===== src/rtl/cache_arbiter_if.sv =====
// L1 I/D miss ports, shared L2 port and grant counters for cache_arbiter.
// Requests and L2 strobes are levels held until the matching one-cycle resp pulse.
interface cache_arbiter_if #(
   parameter int ADDR_WIDTH = 16,
   parameter int LINE_WIDTH = 128
);
   logic                  i_pmem_read;
   logic [ADDR_WIDTH-1:0] i_pmem_address;
   logic [LINE_WIDTH-1:0] i_pmem_rdata;
   logic                  i_pmem_resp;

   logic                  d_pmem_read;
   logic                  d_pmem_write;
   logic [ADDR_WIDTH-1:0] d_pmem_address;
   logic [LINE_WIDTH-1:0] d_pmem_wdata;
   logic [LINE_WIDTH-1:0] d_pmem_rdata;
   logic                  d_pmem_resp;

   logic                  l2_read;
   logic                  l2_write;
   logic [ADDR_WIDTH-1:0] l2_address;
   logic [LINE_WIDTH-1:0] l2_wdata;
   logic [LINE_WIDTH-1:0] l2_rdata;
   logic                  l2_resp;

   logic [15:0]           i_grant_count;
   logic [15:0]           d_grant_count;

   modport slave (
      input  i_pmem_read, i_pmem_address,
      input  d_pmem_read, d_pmem_write, d_pmem_address, d_pmem_wdata,
      input  l2_rdata, l2_resp,
      output i_pmem_rdata, i_pmem_resp,
      output d_pmem_rdata, d_pmem_resp,
      output l2_read, l2_write, l2_address, l2_wdata,
      output i_grant_count, d_grant_count
   );

   modport master (
      output i_pmem_read, i_pmem_address,
      output d_pmem_read, d_pmem_write, d_pmem_address, d_pmem_wdata,
      output l2_rdata, l2_resp,
      input  i_pmem_rdata, i_pmem_resp,
      input  d_pmem_rdata, d_pmem_resp,
      input  l2_read, l2_write, l2_address, l2_wdata,
      input  i_grant_count, d_grant_count
   );
endinterface


===== src/rtl/cache_arbiter.sv =====
// Serialises I-cache and D-cache line traffic onto one L2 port with
// round-robin tie-breaking and per-port wrapping grant counters.
module cache_arbiter #(
   parameter int          ADDR_WIDTH       = 16,
   parameter int          LINE_WIDTH       = 128,
   parameter logic [15:0] GRANT_COUNT_INIT = 16'h0000
) (
   input  logic              clk,
   input  logic              reset,
   cache_arbiter_if.slave    bus,
   output logic [1:0]        state_dbg
);

   typedef enum logic [1:0] {
      IDLE    = 2'd0,
      SERVE_I = 2'd1,
      SERVE_D = 2'd2,
      RELEASE = 2'd3
   } state_t;

   state_t                state;
   state_t                state_next;

   logic                  last_grant_d;
   logic [ADDR_WIDTH-1:0] hold_addr;
   logic [LINE_WIDTH-1:0] hold_wdata;
   logic                  hold_write;
   logic [LINE_WIDTH-1:0] i_rdata_q;
   logic [LINE_WIDTH-1:0] d_rdata_q;
   logic [15:0]           i_cnt;
   logic [15:0]           d_cnt;

   logic                  want_i;
   logic                  want_d;
   logic                  grant_i;
   logic                  grant_d;
   logic                  serving;
   logic                  done_i;
   logic                  done_d;

   assign want_i = bus.i_pmem_read;
   assign want_d = bus.d_pmem_read | bus.d_pmem_write;

   always_comb begin
      state_next = state;
      grant_i    = 1'b0;
      grant_d    = 1'b0;
      case (state)
         IDLE: begin
            // On a tie the port that was not granted last time wins.
            if (want_i && (!want_d || last_grant_d)) begin
               grant_i    = 1'b1;
               state_next = SERVE_I;
            end else if (want_d) begin
               grant_d    = 1'b1;
               state_next = SERVE_D;
            end
         end
         SERVE_I, SERVE_D: begin
            if (bus.l2_resp) state_next = RELEASE;
         end
         RELEASE: state_next = IDLE;
         default: state_next = IDLE;
      endcase
   end

   always_ff @(posedge clk or posedge reset) begin
      if (reset) state <= IDLE;
      else       state <= state_next;
   end

   always_ff @(posedge clk or posedge reset) begin
      if (reset) begin
         last_grant_d <= 1'b1;
         hold_addr    <= '0;
         hold_wdata   <= '0;
         hold_write   <= 1'b0;
         i_cnt        <= GRANT_COUNT_INIT;
         d_cnt        <= GRANT_COUNT_INIT;
      end else if (grant_i) begin
         last_grant_d <= 1'b0;
         hold_addr    <= bus.i_pmem_address;
         hold_wdata   <= '0;
         hold_write   <= 1'b0;
         i_cnt        <= i_cnt + 16'd1;
      end else if (grant_d) begin
         last_grant_d <= 1'b1;
         hold_addr    <= bus.d_pmem_address;
         hold_wdata   <= bus.d_pmem_wdata;
         // Read and write together is a write-back.
         hold_write   <= bus.d_pmem_write;
         d_cnt        <= d_cnt + 16'd1;
      end
   end

   assign serving = (state == SERVE_I) || (state == SERVE_D);
   assign done_i  = (state == SERVE_I) && bus.l2_resp;
   assign done_d  = (state == SERVE_D) && bus.l2_resp;

   always_ff @(posedge clk or posedge reset) begin
      if (reset) begin
         i_rdata_q <= '0;
         d_rdata_q <= '0;
      end else begin
         if (done_i) i_rdata_q <= bus.l2_rdata;
         if (done_d) d_rdata_q <= bus.l2_rdata;
      end
   end

   // Completion is visible to the L1 in the same cycle as l2_resp.
   assign bus.i_pmem_resp   = done_i;
   assign bus.d_pmem_resp   = done_d;
   assign bus.i_pmem_rdata  = done_i ? bus.l2_rdata : i_rdata_q;
   assign bus.d_pmem_rdata  = done_d ? bus.l2_rdata : d_rdata_q;

   assign bus.l2_read       = serving && !hold_write;
   assign bus.l2_write      = serving &&  hold_write;
   assign bus.l2_address    = hold_addr;
   assign bus.l2_wdata      = hold_wdata;

   assign bus.i_grant_count = i_cnt;
   assign bus.d_grant_count = d_cnt;

   assign state_dbg         = state;

endmodule


===== src/flat_wrapper.sv =====
// flat-port wrapper written by rule: the top's interface ports become plain ports
module cache_arbiter_flat 
#(
   parameter int          ADDR_WIDTH       = 16,
   parameter int          LINE_WIDTH       = 128,
   parameter logic [15:0] GRANT_COUNT_INIT = 16'h0000
)
  (clk, reset, state_dbg, bus_i_pmem_read, bus_i_pmem_address, bus_d_pmem_read, bus_d_pmem_write, bus_d_pmem_address, bus_d_pmem_wdata, bus_l2_rdata, bus_l2_resp, bus_i_pmem_rdata, bus_i_pmem_resp, bus_d_pmem_rdata, bus_d_pmem_resp, bus_l2_read, bus_l2_write, bus_l2_address, bus_l2_wdata, bus_i_grant_count, bus_d_grant_count);
  cache_arbiter_if #(.ADDR_WIDTH(ADDR_WIDTH), .LINE_WIDTH(LINE_WIDTH)) bus_i ();
  input  logic clk;
  input  logic reset;
  output logic [1:0] state_dbg;
  input wire logic [$bits(bus_i.i_pmem_read)-1:0] bus_i_pmem_read;
  input wire logic [$bits(bus_i.i_pmem_address)-1:0] bus_i_pmem_address;
  input wire logic [$bits(bus_i.d_pmem_read)-1:0] bus_d_pmem_read;
  input wire logic [$bits(bus_i.d_pmem_write)-1:0] bus_d_pmem_write;
  input wire logic [$bits(bus_i.d_pmem_address)-1:0] bus_d_pmem_address;
  input wire logic [$bits(bus_i.d_pmem_wdata)-1:0] bus_d_pmem_wdata;
  input wire logic [$bits(bus_i.l2_rdata)-1:0] bus_l2_rdata;
  input wire logic [$bits(bus_i.l2_resp)-1:0] bus_l2_resp;
  output wire logic [$bits(bus_i.i_pmem_rdata)-1:0] bus_i_pmem_rdata;
  output wire logic [$bits(bus_i.i_pmem_resp)-1:0] bus_i_pmem_resp;
  output wire logic [$bits(bus_i.d_pmem_rdata)-1:0] bus_d_pmem_rdata;
  output wire logic [$bits(bus_i.d_pmem_resp)-1:0] bus_d_pmem_resp;
  output wire logic [$bits(bus_i.l2_read)-1:0] bus_l2_read;
  output wire logic [$bits(bus_i.l2_write)-1:0] bus_l2_write;
  output wire logic [$bits(bus_i.l2_address)-1:0] bus_l2_address;
  output wire logic [$bits(bus_i.l2_wdata)-1:0] bus_l2_wdata;
  output wire logic [$bits(bus_i.i_grant_count)-1:0] bus_i_grant_count;
  output wire logic [$bits(bus_i.d_grant_count)-1:0] bus_d_grant_count;
  assign bus_i.i_pmem_read = bus_i_pmem_read;
  assign bus_i.i_pmem_address = bus_i_pmem_address;
  assign bus_i.d_pmem_read = bus_d_pmem_read;
  assign bus_i.d_pmem_write = bus_d_pmem_write;
  assign bus_i.d_pmem_address = bus_d_pmem_address;
  assign bus_i.d_pmem_wdata = bus_d_pmem_wdata;
  assign bus_i.l2_rdata = bus_l2_rdata;
  assign bus_i.l2_resp = bus_l2_resp;
  assign bus_i_pmem_rdata = bus_i.i_pmem_rdata;
  assign bus_i_pmem_resp = bus_i.i_pmem_resp;
  assign bus_d_pmem_rdata = bus_i.d_pmem_rdata;
  assign bus_d_pmem_resp = bus_i.d_pmem_resp;
  assign bus_l2_read = bus_i.l2_read;
  assign bus_l2_write = bus_i.l2_write;
  assign bus_l2_address = bus_i.l2_address;
  assign bus_l2_wdata = bus_i.l2_wdata;
  assign bus_i_grant_count = bus_i.i_grant_count;
  assign bus_d_grant_count = bus_i.d_grant_count;
  cache_arbiter #(.ADDR_WIDTH(ADDR_WIDTH), .LINE_WIDTH(LINE_WIDTH), .GRANT_COUNT_INIT(GRANT_COUNT_INIT)) u_core (.clk(clk), .reset(reset), .bus(bus_i), .state_dbg(state_dbg));
endmodule

===== config.mk =====
export PLATFORM = sky130hd
export DESIGN_NAME = cache_arbiter_flat
export DESIGN_NICKNAME = d
export VERILOG_FILES = /design/src/rtl/cache_arbiter_if.sv /design/src/rtl/cache_arbiter.sv /design/src/flat_wrapper.sv
export SDC_FILE = /design/constraint.sdc
export NUM_CORES = 1
export LEC_CHECK = 0
export ABC_AREA = 1
export BUFFER_PORTS_ARGS = -buffer_cell sky130_fd_sc_hd__buf_2
export CAP_MARGIN = 5
export CORE_AREA = 2 2 283 285
export DETAILED_ROUTE_END_ITERATION = 8
export DIE_AREA = 0 0 285 287
export RECOVER_POWER = 50
export SYNTH_ARGS = -nofsm -noshare
export SYNTH_HDL_FRONTEND = slang
export SYNTH_SLANG_ARGS = --single-unit

===== constraint.sdc =====
create_clock -name clk -period 15.1 [get_ports clk]
set_input_delay 2.265 -clock clk [delete_from_list [all_inputs] [get_ports clk]]
set_output_delay 2.265 -clock clk [all_outputs]
set_load 0.01 [all_outputs]

# After elaboration in Yosys (flattened, before gate mapping)
# Cells that the tools add are included.
op_classes:
  add_sub_neg: 2
  eq_ne: 5
  n_mux: 19
  n_bitwise: 2
  reduce_logical: 14
op_table:
  columns: ["cell", "n"]
  rows:
  - ["$mux W128", 4]
  - ["$add A16 B1 Y16 const B", 2]
  - ["$mux W16", 2]
  - ["$mux W1", 9]
  - ["$mux W2", 3]
  - ["$pmux W2 S3", 1]
  - ["$logic_and A1 B1 Y1", 5]
  - ["$eq A2 B2 Y1 const B", 2]
  - ["$reduce_and A2 Y1", 2]
  - ["$ne A3 B1 Y1 const B", 1]
  - ["$eq A2 B1 Y1 const B", 1]
  - ["$logic_not A1 Y1", 2]
  - ["$logic_not A2 Y1", 1]
  - ["$logic_or A1 B1 Y1", 2]
  - ["$ne A2 B2 Y1 const B", 1]
  - ["$reduce_bool A2 Y1", 1]
  - ["$reduce_or A2 Y1", 1]
  - ["$not A1 Y1", 1]
  - ["$or A1 B1 Y1", 1]
word_totals:
  ff_bits: 436
  input_bits: 294
  elab_cells: 51

# Longest topological paths before layout
# Gate-level depths: netlist of the first run.
logic_depth:
  word_depth: 8
  mapped_depth: 10
  depth_no_buf: 9

# Worst setup path before layout of the first run
# Ideal clock, no wire load.
synth_timing:
  path_type: "input to output"
  from: "in bus_l2_resp"
  to: "out bus_d_pmem_rdata[100]"
  t_arrival_ns: 3.039
  path_slack_ns: 9.796
  cell_stages: 5
  cell_sequence: "nand2_1 > buf_2 > clkbuf_1 > nand2_1 > o21ai_0"
synth_via:
  elab_chain_cells: 2
synth_rtl:
  columns: ["item", "line", "source"]
  rows:
  - ["start, declared", "flat_wrapper.sv:20", "input wire logic [$bits(bus_i.l2_resp)-1:0] bus_l2_resp;"]
  - ["$logic_and A1 B1 Y1", "cache_arbiter.sv:98", "assign done_d = (state == SERVE_D) && bus.l2_resp;"]
  - ["$mux W128", null, null]
  - ["end, declared", "flat_wrapper.sv:23", "output wire logic [$bits(bus_i.d_pmem_rdata)-1:0] bus_d_pmem_rdata;"]
# Every way passes these cells.

==> results by group, run 1 <==
STA
  – Min Clock Period, post-route: between 8 and 9 ns
  – Number of setup violations in the final report: 0
  – Number of pins exceeding their max-slew limit in the final report: 362
  – Worst clock skew: 0.0499 ns
  – Fraction of the cycle the final worst path needs: between 50% and 60%
  – Endpoints failing hold: 0
  – Total negative setup slack: 0 ns
  – Highest clock frequency the design can meet: 0.112 GHz
  – Unrepaired setup endpoints after global routing: false
  – Actual transition at the worst max-transition pin: 4.39 ns
  – Relative slew slack: -195%

Global route
  – Largest net degree at the start of global routing: approximately 230
  – Grt total ovfl: 0
  – Antenna violations before repair: 7
  – Overall track demand over capacity in global routing: 13.3%
  – Wire length of the first global-routing pass: 86800 um
  – Number of global-route vias before repair: 15300

Power
  – Part of the power in registers: 35.9%
  – Pwr/cell area: 215 nW/um^2
  – NetSw: 2.08 mW
  – Internal: about 3.1 mW
  – Comb power frac: 40.0%
  – Switching share of total power: approximately two fifths
  – Clock network fraction of design power: between 20% and 30%
  – Static Leak: 13.8 nW
  – Worst VDD drop: about 0.13 mV

Yosys
  – Average size of a mapped cell: about 8.5 um^2
  – Synthesis warning total: 0
  – Top post-synthesis cells by area: sky130_fd_sc_hd__dfrtp_1 (61%), sky130_fd_sc_hd__nand2_1 (18%), sky130_fd_sc_hd__o21ai_0 (7.3%), sky130_fd_sc_hd__inv_1 (5.9%), sky130_fd_sc_hd__nand3_1 (1.6%)
  – Seq/Total Area, Yosys: 60.9%
  – Number of different library cells in the post-synthesis netlist: 27
  – Net count after synthesis: 2399
  – Cell accounting for the most synthesized area: sky130_fd_sc_hd__dfrtp_1
  – EDFF count, synth: 0
  – Proportion of synthesized flip-flops having asynchronous set or reset: between 90% and 100%
  – Leading register cell type out of synthesis: sky130_fd_sc_hd__dfrtp_1
  – Area of the mapped netlist: ~18000 um^2
  – Instance count of the mapped netlist: 2099
  – Number of synthesized register bits: around 440
  – Yosys top cell area share: around 60%

Floorplanning
  – Initial Utilization: 22.8%
  – Total die area: 81800 um^2
  – Row count: 103
  – Floorplan Core Area: 78600 um^2
  – Number of top-level design ports: 732
  – Width of the die: 285 um
  – Height of the chip: roughly 290 um

Critical path
  – Kind of launch point of the worst setup path: input port
  – Arrival @ worst endpoint: 9.49 ns
  – Delay-heaviest family, CP: buffers and inverters
  – Slowest cell on the critical path: sky130_fd_sc_hd__clkbuf_1
  – Crit end category: async pin
  – Crit path from: reset
  – Launch point of the worst reg-to-reg path: u_core.state_dbg[0]$_DFFE_PP0P_
  – Delay of the slowest critical-path stage: around 2.6 ns
  – Largest fanout on the critical path: 98
  – Start-to-end type of the worst setup path: in2async
  – Worst path bufs/invs: 5
  – Most Frequent Cell on Critical Path: sky130_fd_sc_hd__buf_4
  – Worst path cell trace: buf_2, clkinvlp_2, clkbuf_1, buf_4, buf_4
  – Worst endpoint required time: 15.68 ns

Clock tree
  – CTS H-tree depth: 2
  – Clock tree from TritonCTS: done
  – Root cell of the clock tree: sky130_fd_sc_hd__clkbuf_16
  – Clock Sink Count: 436
  – Clock slew seen by the registers of the worst setup and hold paths: 0.06 ns
  – Clk Latency, worst-skew pair: around 0.60 ns
  – Post-CTS setup buffer count: 0
  – Maximum buffer depth of the clock tree: 3
  – Inserted Clock Buffers: 50
  – Number of hold buffers added after cts: 0
  – Total of cells resized after clock tree synthesis: 0

Placement
  – Placed wire-length estimate after detailed placement: ~40000 um
  – Gp weighted congestion: between 0.8 and 0.9
  – Input/output buffers: 731
  – Placed Cells incl. Taps: 3784

Min path
  – Origin of the worst min-delay path: u_core.i_rdata_q[98]$_DFF_PP0_
  – Hold Crit Class: reg2reg

Layout
  – Area overhead of the layout relative to synthesis: 33.8%
  – Final std cells w/o fill: 3883
  – Fill cell instance count of the final layout: approximately 8500
  – Final net count: 3086
  – Register area: around 11000 um^2
  – Multi-input logic area: 5400 um^2
  – Layout cell share with drive strength beyond 1: 24.3%

Outcome
  – Violated checks: capacitance limit, slew limit
  – Run status: finished, violations left

Route
  – 1st-iter DRT viols: 923
  – DRC violations left: 0
  – Total iterations of the first detailed-routing run: 5
  – Number of nets with antenna violations after routing: 0
  – Average routed wire per standard cell: around 15 um
  – Total wire length after detailed routing: between 50000 and 60000 um
  – Via count normalized by instance count: 3.98
  – Total number of vias: 15500

Job
  – Total of max-cap violations: 5
-- stage by stage --
step	cell area [um^2]	util [%]	setup WS [ns]	power, mW	hold slack (ns)
floorplan	17900	-	0.692	3.09	0.501
global placement	22500	28.6	8.77	3.97	0.468
detailed placement	22500	28.6	8.78	3.99	0.476
CTS	24200	30.8	8.77	5.28	0.490
global route	24000	30.5	4.84	5.56	0.507
finish	24000	30.5	6.19	5.16	0.485
-- path summary, 6_finish.rpt --
kind,endpoint,slack [ns],cells after the start
worst max-delay path,u_core.bus.i_grant_count[12]$_DFFE_PP0P_,6.19,5
max in group clk,bus_d_pmem_rdata[56],8.10,5
worst min-delay path,u_core.i_rdata_q[98]$_DFF_PP0_,0.49,2
worst min register to register,u_core.i_rdata_q[98]$_DFF_PP0_,0.49,2
min in group asynchronous,u_core.i_rdata_q[39]$_DFF_PP0_,2.99,2
worst max register to register,u_core.bus.l2_wdata[0]$_DFFE_PP0P_,10.84,10
-- state kept, by name (all words and copies together) (netlist names), 2 cells and up --
signal / count
u_core.i_rdata_q: 128
u_core.d_rdata_q: 128
u_core.bus.i_grant_count: 16
u_core.bus.l2_address: 16
u_core.state_dbg: 2
u_core.bus.d_grant_count: 16
u_core.bus.l2_wdata: 128
-- placed cells by master, fill, tap and decap left out, drive strengths merged --
master and count:
nand4 3, buf 589, a21oi 1, clkinvlp 5
nor3 2, nor2 30, nand3b 8, and3 1
dfstp 1, xor2 13, dfrtp 435, xnor2 5
bufinv 3, nand2 882, clkinv 15, o22ai 1
nand3 59, diode 6, clkbuf 221, ha 6
o21ai 262, inv 285
-- power groups by stage --
stage | logic [mW] | registers [mW] | clock network, mW
5_1_grt | 2.33 | 1.91 | 1.33
3_3_place_gp | 2.12 | 1.85 | 0
4_1_cts | 2.15 | 1.85 | 1.28
6_report | 2.07 | 1.85 | 1.24
3_5_place_dp | 2.13 | 1.86 | 0
2_1_floorplan | 1.16 | 1.93 | 0
-- per-layer routing --
layer | vias to the layer above | global-route usage, % | routed length (um)
li1 | 7755 | - | -
met2 | 531 | 22.4 | 27200
met1 | 7070 | 15.8 | 23100
met3 | 104 | 4.01 | 4520
met5 | - | 0 | 20
met4 | 4 | 5.17 | 1940
-- tightest hold or removal path, cell delays in order (launching register included) --
cell	delay [ns]
sky130_fd_sc_hd__dfrtp_1	0.32
sky130_fd_sc_hd__nand2_1	0.04
sky130_fd_sc_hd__o21ai_0	0.08
-- Yosys cell counts, drive strengths merged, types with 3 or more instances --
master	instances
nand2	882
dfrtp	435
inv	282
o21ai	262
buf	61
nand3	59
clkbuf	47
nor2	30
xor2	13
nand3b	8
ha	6
xnor2	5
nand4	3
-- logic make-up (layout without fill, tap and decap cells) --
group,count (synthesis),count (layout),share of synthesized area [%]
buffers and inverters,390,1118,8.88
flip-flops,436,436,60.9
AND/OR/NAND/NOR,985,985,21.5
AO/OA/AOI/OAI,264,264,7.40
XOR/XNOR,18,18,0.921
other,0,6,0
adder cells (fa/ha/maj),6,6,0.419
-- area by class of cell --
type                       instances  area share, %
antenna                            6         0.0626
timing repair buffer             743           14.9
tap                             1050           5.48
clock inverter                    26           1.14
inverter                         282           4.42
clock buffer                      67           5.99
multi-input combinational       1273           22.5
sequential                       436           45.5
Power figures use the tool's default switching activity.
==> run 2, diff against run 1 <==
- ABC_AREA: 1 -> 0
- CORE_AREA: 2 2 283 285 -> 2 2 288 290
- DIE_AREA: 0 0 285 287 -> 0 0 290 292
- clock period: 15.1 -> 8.5 ns (I/O delays scaled with it)
==> results by group, run 2 <==
Clock tree
  – Inserted Clock Buffers: 50 (unchanged)
  – Clk Latency, worst-skew pair: 0.59 ns (was 0.60 ns)
  – CTS H-tree depth: 2 (unchanged)
  – Number of hold buffers added after cts: 0 (unchanged)
  – Total of cells resized after clock tree synthesis: 0 (unchanged)
  – Clock tree from TritonCTS: done (unchanged)
  – Post-CTS setup buffer count: 0 (unchanged)
  – Clock Sink Count: 436 (unchanged)
  – Root cell of the clock tree: sky130_fd_sc_hd__clkbuf_16 (unchanged)
  – Maximum buffer depth of the clock tree: 3 (unchanged)
  – Clock slew seen by the registers of the worst setup and hold paths: 0.06 ns (about the same)

Global route
  – Largest net degree at the start of global routing: 161 (was 229)
  – Wire length of the first global-routing pass: 82600 um (was 86800 um)
  – Antenna violations before repair: 7 (unchanged)
  – Number of global-route vias before repair: 13200 (was 15300)
  – Overall track demand over capacity in global routing: 12.6% (was 13.3%)
  – Grt total ovfl: 0 (unchanged)

Floorplanning
  – Width of the die: 290 um (was 285 um)
  – Total die area: 84700 um^2 (was 81800 um^2)
  – Number of top-level design ports: 732 (unchanged)
  – Floorplan Core Area: 81600 um^2 (was 78600 um^2)
  – Height of the chip: 292 um (was 287 um)
  – Row count: 105 (was 103)
  – Initial Utilization: 20.8% (was 22.8%)

STA
  – Total negative setup slack: 0 ns (unchanged)
  – Fraction of the cycle the final worst path needs: 67.0%
  – Relative slew slack: -95.4% (was -195%)
  – Number of pins exceeding their max-slew limit in the final report: 300 (was 362)
  – Min Clock Period, post-route: roughly 5.7 ns
  – Highest clock frequency the design can meet: 0.176 GHz
  – Worst clock skew: 0.0135 ns (was 0.0499 ns)
  – Unrepaired setup endpoints after global routing: false (unchanged)
  – Number of setup violations in the final report: 0 (unchanged)
  – Endpoints failing hold: 0 (unchanged)
  – Actual transition at the worst max-transition pin: 2.93 ns (was 4.39 ns)

Outcome
  – Run status: finished, violations left (unchanged)
  – Violated checks: capacitance limit, slew limit (unchanged)

Yosys
  – Number of different library cells in the post-synthesis netlist: 34 (was 27)
  – EDFF count, synth: 0 (unchanged)
  – Average size of a mapped cell: 12.8 um^2 (was 8.54 um^2)
  – Seq/Total Area, Yosys: 64.3% (was 60.9%)
  – Proportion of synthesized flip-flops having asynchronous set or reset: 100% (unchanged)
  – Synthesis warning total: 0 (unchanged)
  – Yosys top cell area share: 64.2% (was 60.7%)
  – Net count after synthesis: 1622 (was 2399)
  – Most instantiated cells after synthesis: sky130_fd_sc_hd__dfrtp_1 (435), sky130_fd_sc_hd__nand2_1 (289), sky130_fd_sc_hd__mux2_2 (259), sky130_fd_sc_hd__a21oi_1 (130), sky130_fd_sc_hd__buf_2 (60) (was sky130_fd_sc_hd__nand2_1 (877), sky130_fd_sc_hd__dfrtp_1 (435), sky130_fd_sc_hd__inv_1 (281), sky130_fd_sc_hd__o21ai_0 (262), sky130_fd_sc_hd__nand3_1 (58))
  – Top post-synthesis cells by area: sky130_fd_sc_hd__dfrtp_1 (64%), sky130_fd_sc_hd__mux2_2 (17%), sky130_fd_sc_hd__nand2_1 (6.4%), sky130_fd_sc_hd__a21oi_1 (3.8%), sky130_fd_sc_hd__buf_2 (1.8%) (was sky130_fd_sc_hd__dfrtp_1 (61%), sky130_fd_sc_hd__nand2_1 (18%), sky130_fd_sc_hd__o21ai_0 (7.3%), sky130_fd_sc_hd__inv_1 (5.9%), sky130_fd_sc_hd__nand3_1 (1.6%))
  – Area of the mapped netlist: 17000 um^2 (was 17900 um^2)
  – Instance count of the mapped netlist: 1322 (was 2099)
  – Cell accounting for the most synthesized area: sky130_fd_sc_hd__dfrtp_1 (unchanged)
  – Number of synthesized register bits: 436 (unchanged)
  – Leading register cell type out of synthesis: sky130_fd_sc_hd__dfrtp_1 (unchanged)
  – Most frequent cell after synthesis: sky130_fd_sc_hd__dfrtp_1 (was sky130_fd_sc_hd__nand2_1)

Route
  – DRC violations left: 0 (unchanged)
  – Number of nets with antenna violations after routing: 0 (unchanged)
  – Total wire length after detailed routing: 55000 um (was 56800 um)
  – Total number of vias: 12700 (was 15500)
  – Via count normalized by instance count: 4.05 (was 3.98)
  – Average routed wire per standard cell: 17.5 um (was 14.6 um)
  – Total iterations of the first detailed-routing run: 4 (was 5)
  – 1st-iter DRT viols: 561 (was 923)

Layout
  – Post-Layout Inst Area: 23100 um^2 (was 24000 um^2)
  – Area overhead of the layout relative to synthesis: 36.4% (was 33.8%)
  – Commonest non-fill, non-tap cells in the layout: sky130_fd_sc_hd__buf_2 (551), sky130_fd_sc_hd__dfrtp_1 (435), sky130_fd_sc_hd__nand2_1 (289) (was sky130_fd_sc_hd__nand2_1 (880), sky130_fd_sc_hd__buf_2 (580), sky130_fd_sc_hd__dfrtp_1 (435))
  – Most common cell after layout, fill and taps aside: sky130_fd_sc_hd__buf_2 (was sky130_fd_sc_hd__nand2_1)
  – Final standard cell utilization of the core: 28.4% (was 30.5%)
  – Final net count: 2341 (was 3086)
  – Fill cell instance count of the final layout: 8598 (was 8464)
  – Layout cell share with drive strength beyond 1: 40.3% (was 24.3%)

Critical path
  – Most Frequent Cell on Critical Path: sky130_fd_sc_hd__clkbuf_1 (was sky130_fd_sc_hd__buf_4)
  – Launch point of the worst reg-to-reg path: u_core.state_dbg[0]$_DFFE_PP0P_ (unchanged)
  – Kind of launch point of the worst setup path: input port (unchanged)
  – Crit end category: register (was async pin)
  – Reg2Reg Depth: 7 (was 10)
  – Start-to-end type of the worst setup path: in2reg (was in2async)
  – Endpoint of the most critical register-to-register path: u_core.bus.l2_wdata[91]$_DFFE_PP0P_ (was u_core.bus.l2_wdata[0]$_DFFE_PP0P_)
  – Largest fanout on the critical path: 82 (was 98)
  – Arrival @ worst endpoint: 6.19 ns (was 9.49 ns)
  – Worst endpoint required time: 9.00 ns (was 15.68 ns)
  – Worst path cell trace: clkbuf_1, o21ai_0, clkbuf_1, buf_4, nand2_1, a21oi_1 (was buf_2, clkinvlp_2, clkbuf_1, buf_4, buf_4)
  – Slowest cell on the critical path: sky130_fd_sc_hd__clkbuf_1 (unchanged)
  – Slack of the worst reg-to-reg path: 3.42 ns (was 10.84 ns)
  – Delay of the slowest critical-path stage: 2.15 ns (was 2.59 ns)

Placement
  – Input/output buffers: 731 (unchanged)
  – Post-place instance area: 21700 um^2 (was 22500 um^2)
  – Placed wire-length estimate after detailed placement: 40600 um (was 40800 um)
  – Gp weighted congestion: 0.827 (was 0.860)

Power
  – Static Leak: 10.8 nW (was 13.8 nW)
  – Worst VDD drop: 0.203 mV (was 0.128 mV)
  – Pwr/cell area: 396 nW/um^2 (was 215 nW/um^2)

Min path
  – Min-Delay Endpoint: u_core.d_rdata_q[47]$_DFF_PP0_ (was u_core.i_rdata_q[98]$_DFF_PP0_)
  – Origin of the worst min-delay path: u_core.d_rdata_q[47]$_DFF_PP0_ (was u_core.i_rdata_q[98]$_DFF_PP0_)
  – Depth of the worst hold-timing path: 1 (was 2)
  – Hold Crit Class: reg2reg (unchanged)

Job
  – Total of max-cap violations: 7 (was 5)
-- run 2: cell types whose count changed after synthesis, sizes merged, moves of 5 or more --
cell	change
nand2	-593
inv	-277
mux2	+259
o21ai	-243
a21oi	+129
nand3	-46
clkbuf	-41
nor2	-22
mux2i	+17
xnor2	+16
buf	+10
nand3b	-8
and4	+5
-- run 2: metrics by stage --
step | hold WS [ns] | setup slack [ns] | cells | total power, mW
3_3_place_gp | 0.464 | 4.37 | 3059 | 7.08
4_1_cts | 0.486 | 4.36 | 3150 | 9.44
5_1_grt | 0.500 | 2.38 | 3150 | 9.76
2_1_floorplan | 0.471 | 1.34 | 1322 | 5.55
3_5_place_dp | 0.469 | 4.35 | 3059 | 7.16
6_report | 0.480 | 2.80 | 3151 | 9.17
-- run 2: how the worst max path moves through the flow --
| stage | start | endpoint | slack [ns] | depth (start not counted) |
|---|---|---|---|---|
| floorplan | reset | u_core.bus.d_grant_count[0]$_DFFE_PP0P_ | 1.34 | 1 |
| global placement | bus_l2_resp | bus_d_pmem_rdata[123] | 4.37 | 5 |
| detailed placement | bus_l2_resp | bus_d_pmem_rdata[121] | 4.35 | 5 |
| CTS | bus_l2_resp | bus_d_pmem_rdata[121] | 4.36 | 5 |
| global route | bus_d_pmem_write | u_core.bus.l2_wdata[27]$_DFFE_PP0P_ | 2.38 | 6 |
| finish | bus_d_pmem_write | u_core.bus.l2_wdata[73]$_DFFE_PP0P_ | 2.80 | 6 |
-- run 2: cell families (layout without fill, tap and decap cells) --
family | Yosys count | count (layout) | share of synthesized area, %
DFF | 436 | 436 | 64.3
and+or+nand+nor | 339 | 339 | 8.36
muxes | 276 | 276 | 18.2
AOI/OAI and AO/OA | 153 | 153 | 4.63
buffers and inverters | 82 | 840 | 2.48
xor gates and xnor gates | 30 | 30 | 1.55
adders and majority gates | 6 | 6 | 0.443
other | 0 | 1 | 0
-- run 2: per-layer routing --
metal,vias up,GRT usage [%],part of all wire (%)
met3,104,3.45,7.4
met4,4,4.85,3.7
met2,534,21.4,49
met5,-,0,0.055
li1,5890,-,-
met1,6216,15.1,40
-- run 2: critical path, delay by kind of cell --
kind,cells,cell delay (ns)
AND/OR/NAND/NOR,1,0.13
AO/OA/AOI/OAI,2,1.38
buffers and inverters,3,3.27
-- run 2: cell type report --
cell class,count,area [um^2],share of cell area [%]
inverters,5,20.0,0.0865
repair buffers,744,3560,15.4
diodes,1,2.50,0.0108
flip-flops and latches,436,10900,47.2
multi-input cells,804,5580,24.1
clock buffers,70,1430,6.17
well taps,1070,1340,5.79
clock inverters,21,288,1.24
-- run 2: where the power goes --
group          switching (mW)  total [mW]  internal (mW)
combinational            2.09        3.61           1.52
clock                   0.918        2.22           1.31
sequential              0.326        3.34           3.01
==> run 3, diff against run 2 <==
- CORE_AREA: 2 2 288 290 -> 2 2 287 289
- DIE_AREA: 0 0 290 292 -> 0 0 289 291
- clock period: 8.5 -> 4.68 ns (I/O delays scaled with it)
==> results by group, run 3 (synthesized netlist as in run 2, its figures left out) <==
Outcome
  – Run status: finished, violations left (unchanged)
  – Violated checks: capacitance limit, slew limit (unchanged)

Clock tree
  – Post-CTS setup buffer count: 0 (unchanged)
  – Clock Sink Count: 436 (unchanged)
  – Clock slew seen by the registers of the worst setup and hold paths: 0.06 ns (about the same)
  – Root cell of the clock tree: sky130_fd_sc_hd__clkbuf_16 (unchanged)
  – Inserted Clock Buffers: 49 (was 50)
  – CTS H-tree depth: 2 (unchanged)
  – Maximum buffer depth of the clock tree: 3 (unchanged)
  – Clk Latency, worst-skew pair: 0.59 ns (about the same)
  – Number of hold buffers added after cts: 0 (unchanged)
  – Total of cells resized after clock tree synthesis: 0 (unchanged)
  – Clock tree from TritonCTS: done (unchanged)

Placement
  – Placed Cells incl. Taps: 3077 (was 3059)
  – Input/output buffers: 731 (unchanged)
  – Placed wire-length estimate after detailed placement: 40400 um (was 40600 um)
  – Gp weighted congestion: 0.812 (was 0.827)
  – Worst slack, placed: 1.59 ns (was 4.35 ns)

Global route
  – Met3 track demand over resource: 4.73% (was 3.45%)
  – Grt total ovfl: 0 (unchanged)
  – Overall track demand over capacity in global routing: 12.2% (was 12.6%)
  – Wire length of the first global-routing pass: 80000 um (was 82600 um)
  – Antenna violations before repair: 10 (was 7)
  – Met1 layer usage reported by global route: 14.1% (was 15.1%)
  – Largest net degree at the start of global routing: 147 (was 161)
  – Global routing usage on met2: 20.4% (was 21.4%)
  – Number of global-route vias before repair: 13300 (was 13200)
  – Peak-usage layer in the global routing report: met2 (unchanged)

Critical path
  – Worst endpoint required time: 3.98 ns (was 9.00 ns)
  – Kind of launch point of the worst setup path: register (was input port)
  – Crit end category: output port (was register)
  – Arrival @ worst endpoint: 2.82 ns (was 6.19 ns)
  – Slack of the worst reg-to-reg path: 2.19 ns (was 3.42 ns)
  – Reg2Reg Depth: 6 (was 7)
  – Largest fanout on the critical path: 39 (was 82)
  – Start-to-end type of the worst setup path: reg2out (was in2reg)

Min path
  – Hold Crit Class: in2reg (was reg2reg)
  – Depth of the worst hold-timing path: 3 (was 1)

Route
  – Total number of vias: 13000 (was 12700)
  – Total wire length after detailed routing: 54000 um (was 55000 um)
  – DRC violations left: 0 (unchanged)
  – 1st-iter DRT viols: 383 (was 561)
  – Via count normalized by instance count: 4.10 (was 4.05)
  – Number of nets with antenna violations after routing: 0 (unchanged)
  – Average routed wire per standard cell: 17.0 um (was 17.5 um)
  – Total iterations of the first detailed-routing run: 5 (was 4)

STA
  – Actual transition at the worst max-transition pin: 2.08 ns (was 2.93 ns)
  – Highest clock frequency the design can meet: 0.284 GHz
  – Fraction of the cycle the final worst path needs: 75.2%
  – Endpoints failing hold: 0 (unchanged)
  – Number of setup violations in the final report: 0 (unchanged)
  – Worst hold slack: 0.314 ns (was 0.480 ns)
  – Unrepaired setup endpoints after global routing: false (unchanged)
  – Worst setup margin: 1.16 ns (was 2.80 ns)
  – Number of pins exceeding their max-slew limit in the final report: 244 (was 300)
  – Worst clock skew: 0.0115 ns (was 0.0135 ns)
  – Relative slew slack: -38.8% (was -95.4%)
  – Min Clock Period, post-route: around 3.5 ns

Power
  – Worst VDD drop: 0.328 mV (was 0.203 mV)
  – NetSw: 6.03 mW (was 3.34 mW)
  – Part of the power in registers: 36.0% (was 36.4%)
  – Switching share of total power: 35.8% (was 36.4%)
  – Static Leak: 11.0 nW (was 10.8 nW)
  – Pwr Total: 16.9 mW (was 9.17 mW)
  – Clock network fraction of design power: 24.6% (was 24.2%)
  – Comb power frac: 39.5% (was 39.4%)
  – Pwr/cell area: 720 nW/um^2 (was 396 nW/um^2)
  – Internal: 10.8 mW (was 5.83 mW)

Layout
  – Most common cell after layout, fill and taps aside: sky130_fd_sc_hd__buf_2 (unchanged)
  – Final net count: 2358 (was 2341)
  – Fill cell instance count of the final layout: 8507 (was 8598)
  – Commonest non-fill, non-tap cells in the layout: sky130_fd_sc_hd__buf_2 (568), sky130_fd_sc_hd__dfrtp_1 (435), sky130_fd_sc_hd__nand2_1 (288) (was sky130_fd_sc_hd__buf_2 (551), sky130_fd_sc_hd__dfrtp_1 (435), sky130_fd_sc_hd__nand2_1 (289))
  – Area overhead of the layout relative to synthesis: 38.0% (was 36.4%)
  – Final std cells w/o fill: 3170 (was 3151)
  – Layout cell share with drive strength beyond 1: 43.9% (was 40.3%)

Floorplanning
  – Number of top-level design ports: 732 (unchanged)
  – Width of the die: 289 um (was 290 um)
  – Total die area: 84100 um^2 (was 84700 um^2)
  – Initial Utilization: 20.9% (was 20.8%)
  – Height of the chip: 291 um (was 292 um)
  – Floorplan Core Area: 81200 um^2 (was 81600 um^2)
  – Row count: 105 (unchanged)

Job
  – Total of max-cap violations: 4 (was 7)
-- run 3: changes by cell type in the layout (fill, tap and decap cells not counted), moves of 2 or more --
| cell | change |
|---|---|
| sky130_fd_sc_hd__clkinv_2 | -4 |
| sky130_fd_sc_hd__buf_12 | +2 |
| sky130_fd_sc_hd__buf_2 | +17 |
| sky130_fd_sc_hd__inv_16 | +2 |
| sky130_fd_sc_hd__clkbuf_1 | -17 |
| sky130_fd_sc_hd__mux2_2 | +42 |
| sky130_fd_sc_hd__mux2_1 | -42 |
| sky130_fd_sc_hd__clkinv_16 | -2 |
| sky130_fd_sc_hd__buf_4 | +12 |
| sky130_fd_sc_hd__bufinv_16 | +2 |
| sky130_fd_sc_hd__diode_2 | +3 |
| sky130_fd_sc_hd__clkbuf_8 | +4 |
-- run 3: layout make-up --
cell class	count	area, um^2	area share [%]
sequential	436	10900	46.6
multi-input combinational	804	5650	24.1
timing repair buffer	762	3730	16.0
clock buffer	71	1450	6.19
tap	1070	1340	5.72
clock inverter	18	298	1.27
inverter	5	20.0	0.0855
antenna	4	10.0	0.0428
-- run 3: final timing paths --
| check | start | end |
|---|---|---|
| max reg2reg | u_core.state_dbg[0]$_DFFE_PP0P_ | u_core.bus.l2_wdata[88]$_DFFE_PP0P_ |
| min | bus_i_pmem_address[12] | u_core.bus.l2_address[12]$_DFFE_PP0P_ |
| max in group asynchronous | reset | u_core.d_rdata_q[110]$_DFF_PP0_ |
| min in group asynchronous | reset | u_core.i_rdata_q[72]$_DFF_PP0_ |
| min reg2reg | u_core.bus.d_grant_count[15]$_DFFE_PP0P_ | u_core.bus.d_grant_count[15]$_DFFE_PP0P_ |
| max | u_core.state_dbg[0]$_DFFE_PP0P_ | bus_d_pmem_rdata[22] |
-- run 3: critical path, cell delays in order (launching register included) --
cell and delay, ns:
sky130_fd_sc_hd__dfrtp_1 0.42, sky130_fd_sc_hd__inv_1 0.13, sky130_fd_sc_hd__ha_1 0.15, sky130_fd_sc_hd__and2_4 0.55
sky130_fd_sc_hd__buf_4 0.40, sky130_fd_sc_hd__mux2_2 0.39, sky130_fd_sc_hd__buf_2 0.15
-- run 3: power by group through the flow --
stage / Clock [mW] / Combinational, mW / Sequential, mW
floorplan: 0 / 3.81 / 6.27
global placement: 0 / 6.84 / 6.03
detailed placement: 0 / 6.92 / 6.09
CTS: 4.26 / 6.93 / 6.05
global route: 4.40 / 7.28 / 6.24
finish: 4.14 / 6.66 / 6.06
-- run 3: layer usage --
layer	part of all wire, %	vias up
li1	-	5932
met1	39	6405
met2	47	546
met3	9.8	107
met4	3.2	10
met5	0.13	-
-- run 3: through the flow --
| stage | util [%] | setup TNS, ns | cell area (um^2) |
|---|---|---|---|
| global placement | 27.0 | 0 | 21900 |
| floorplan | - | -831.34 | 17000 |
| CTS | 29.2 | 0 | 23700 |
| global route | 28.8 | 0 | 23400 |
| detailed placement | 27.0 | 0 | 21900 |
| finish | 28.8 | 0 | 23400 |
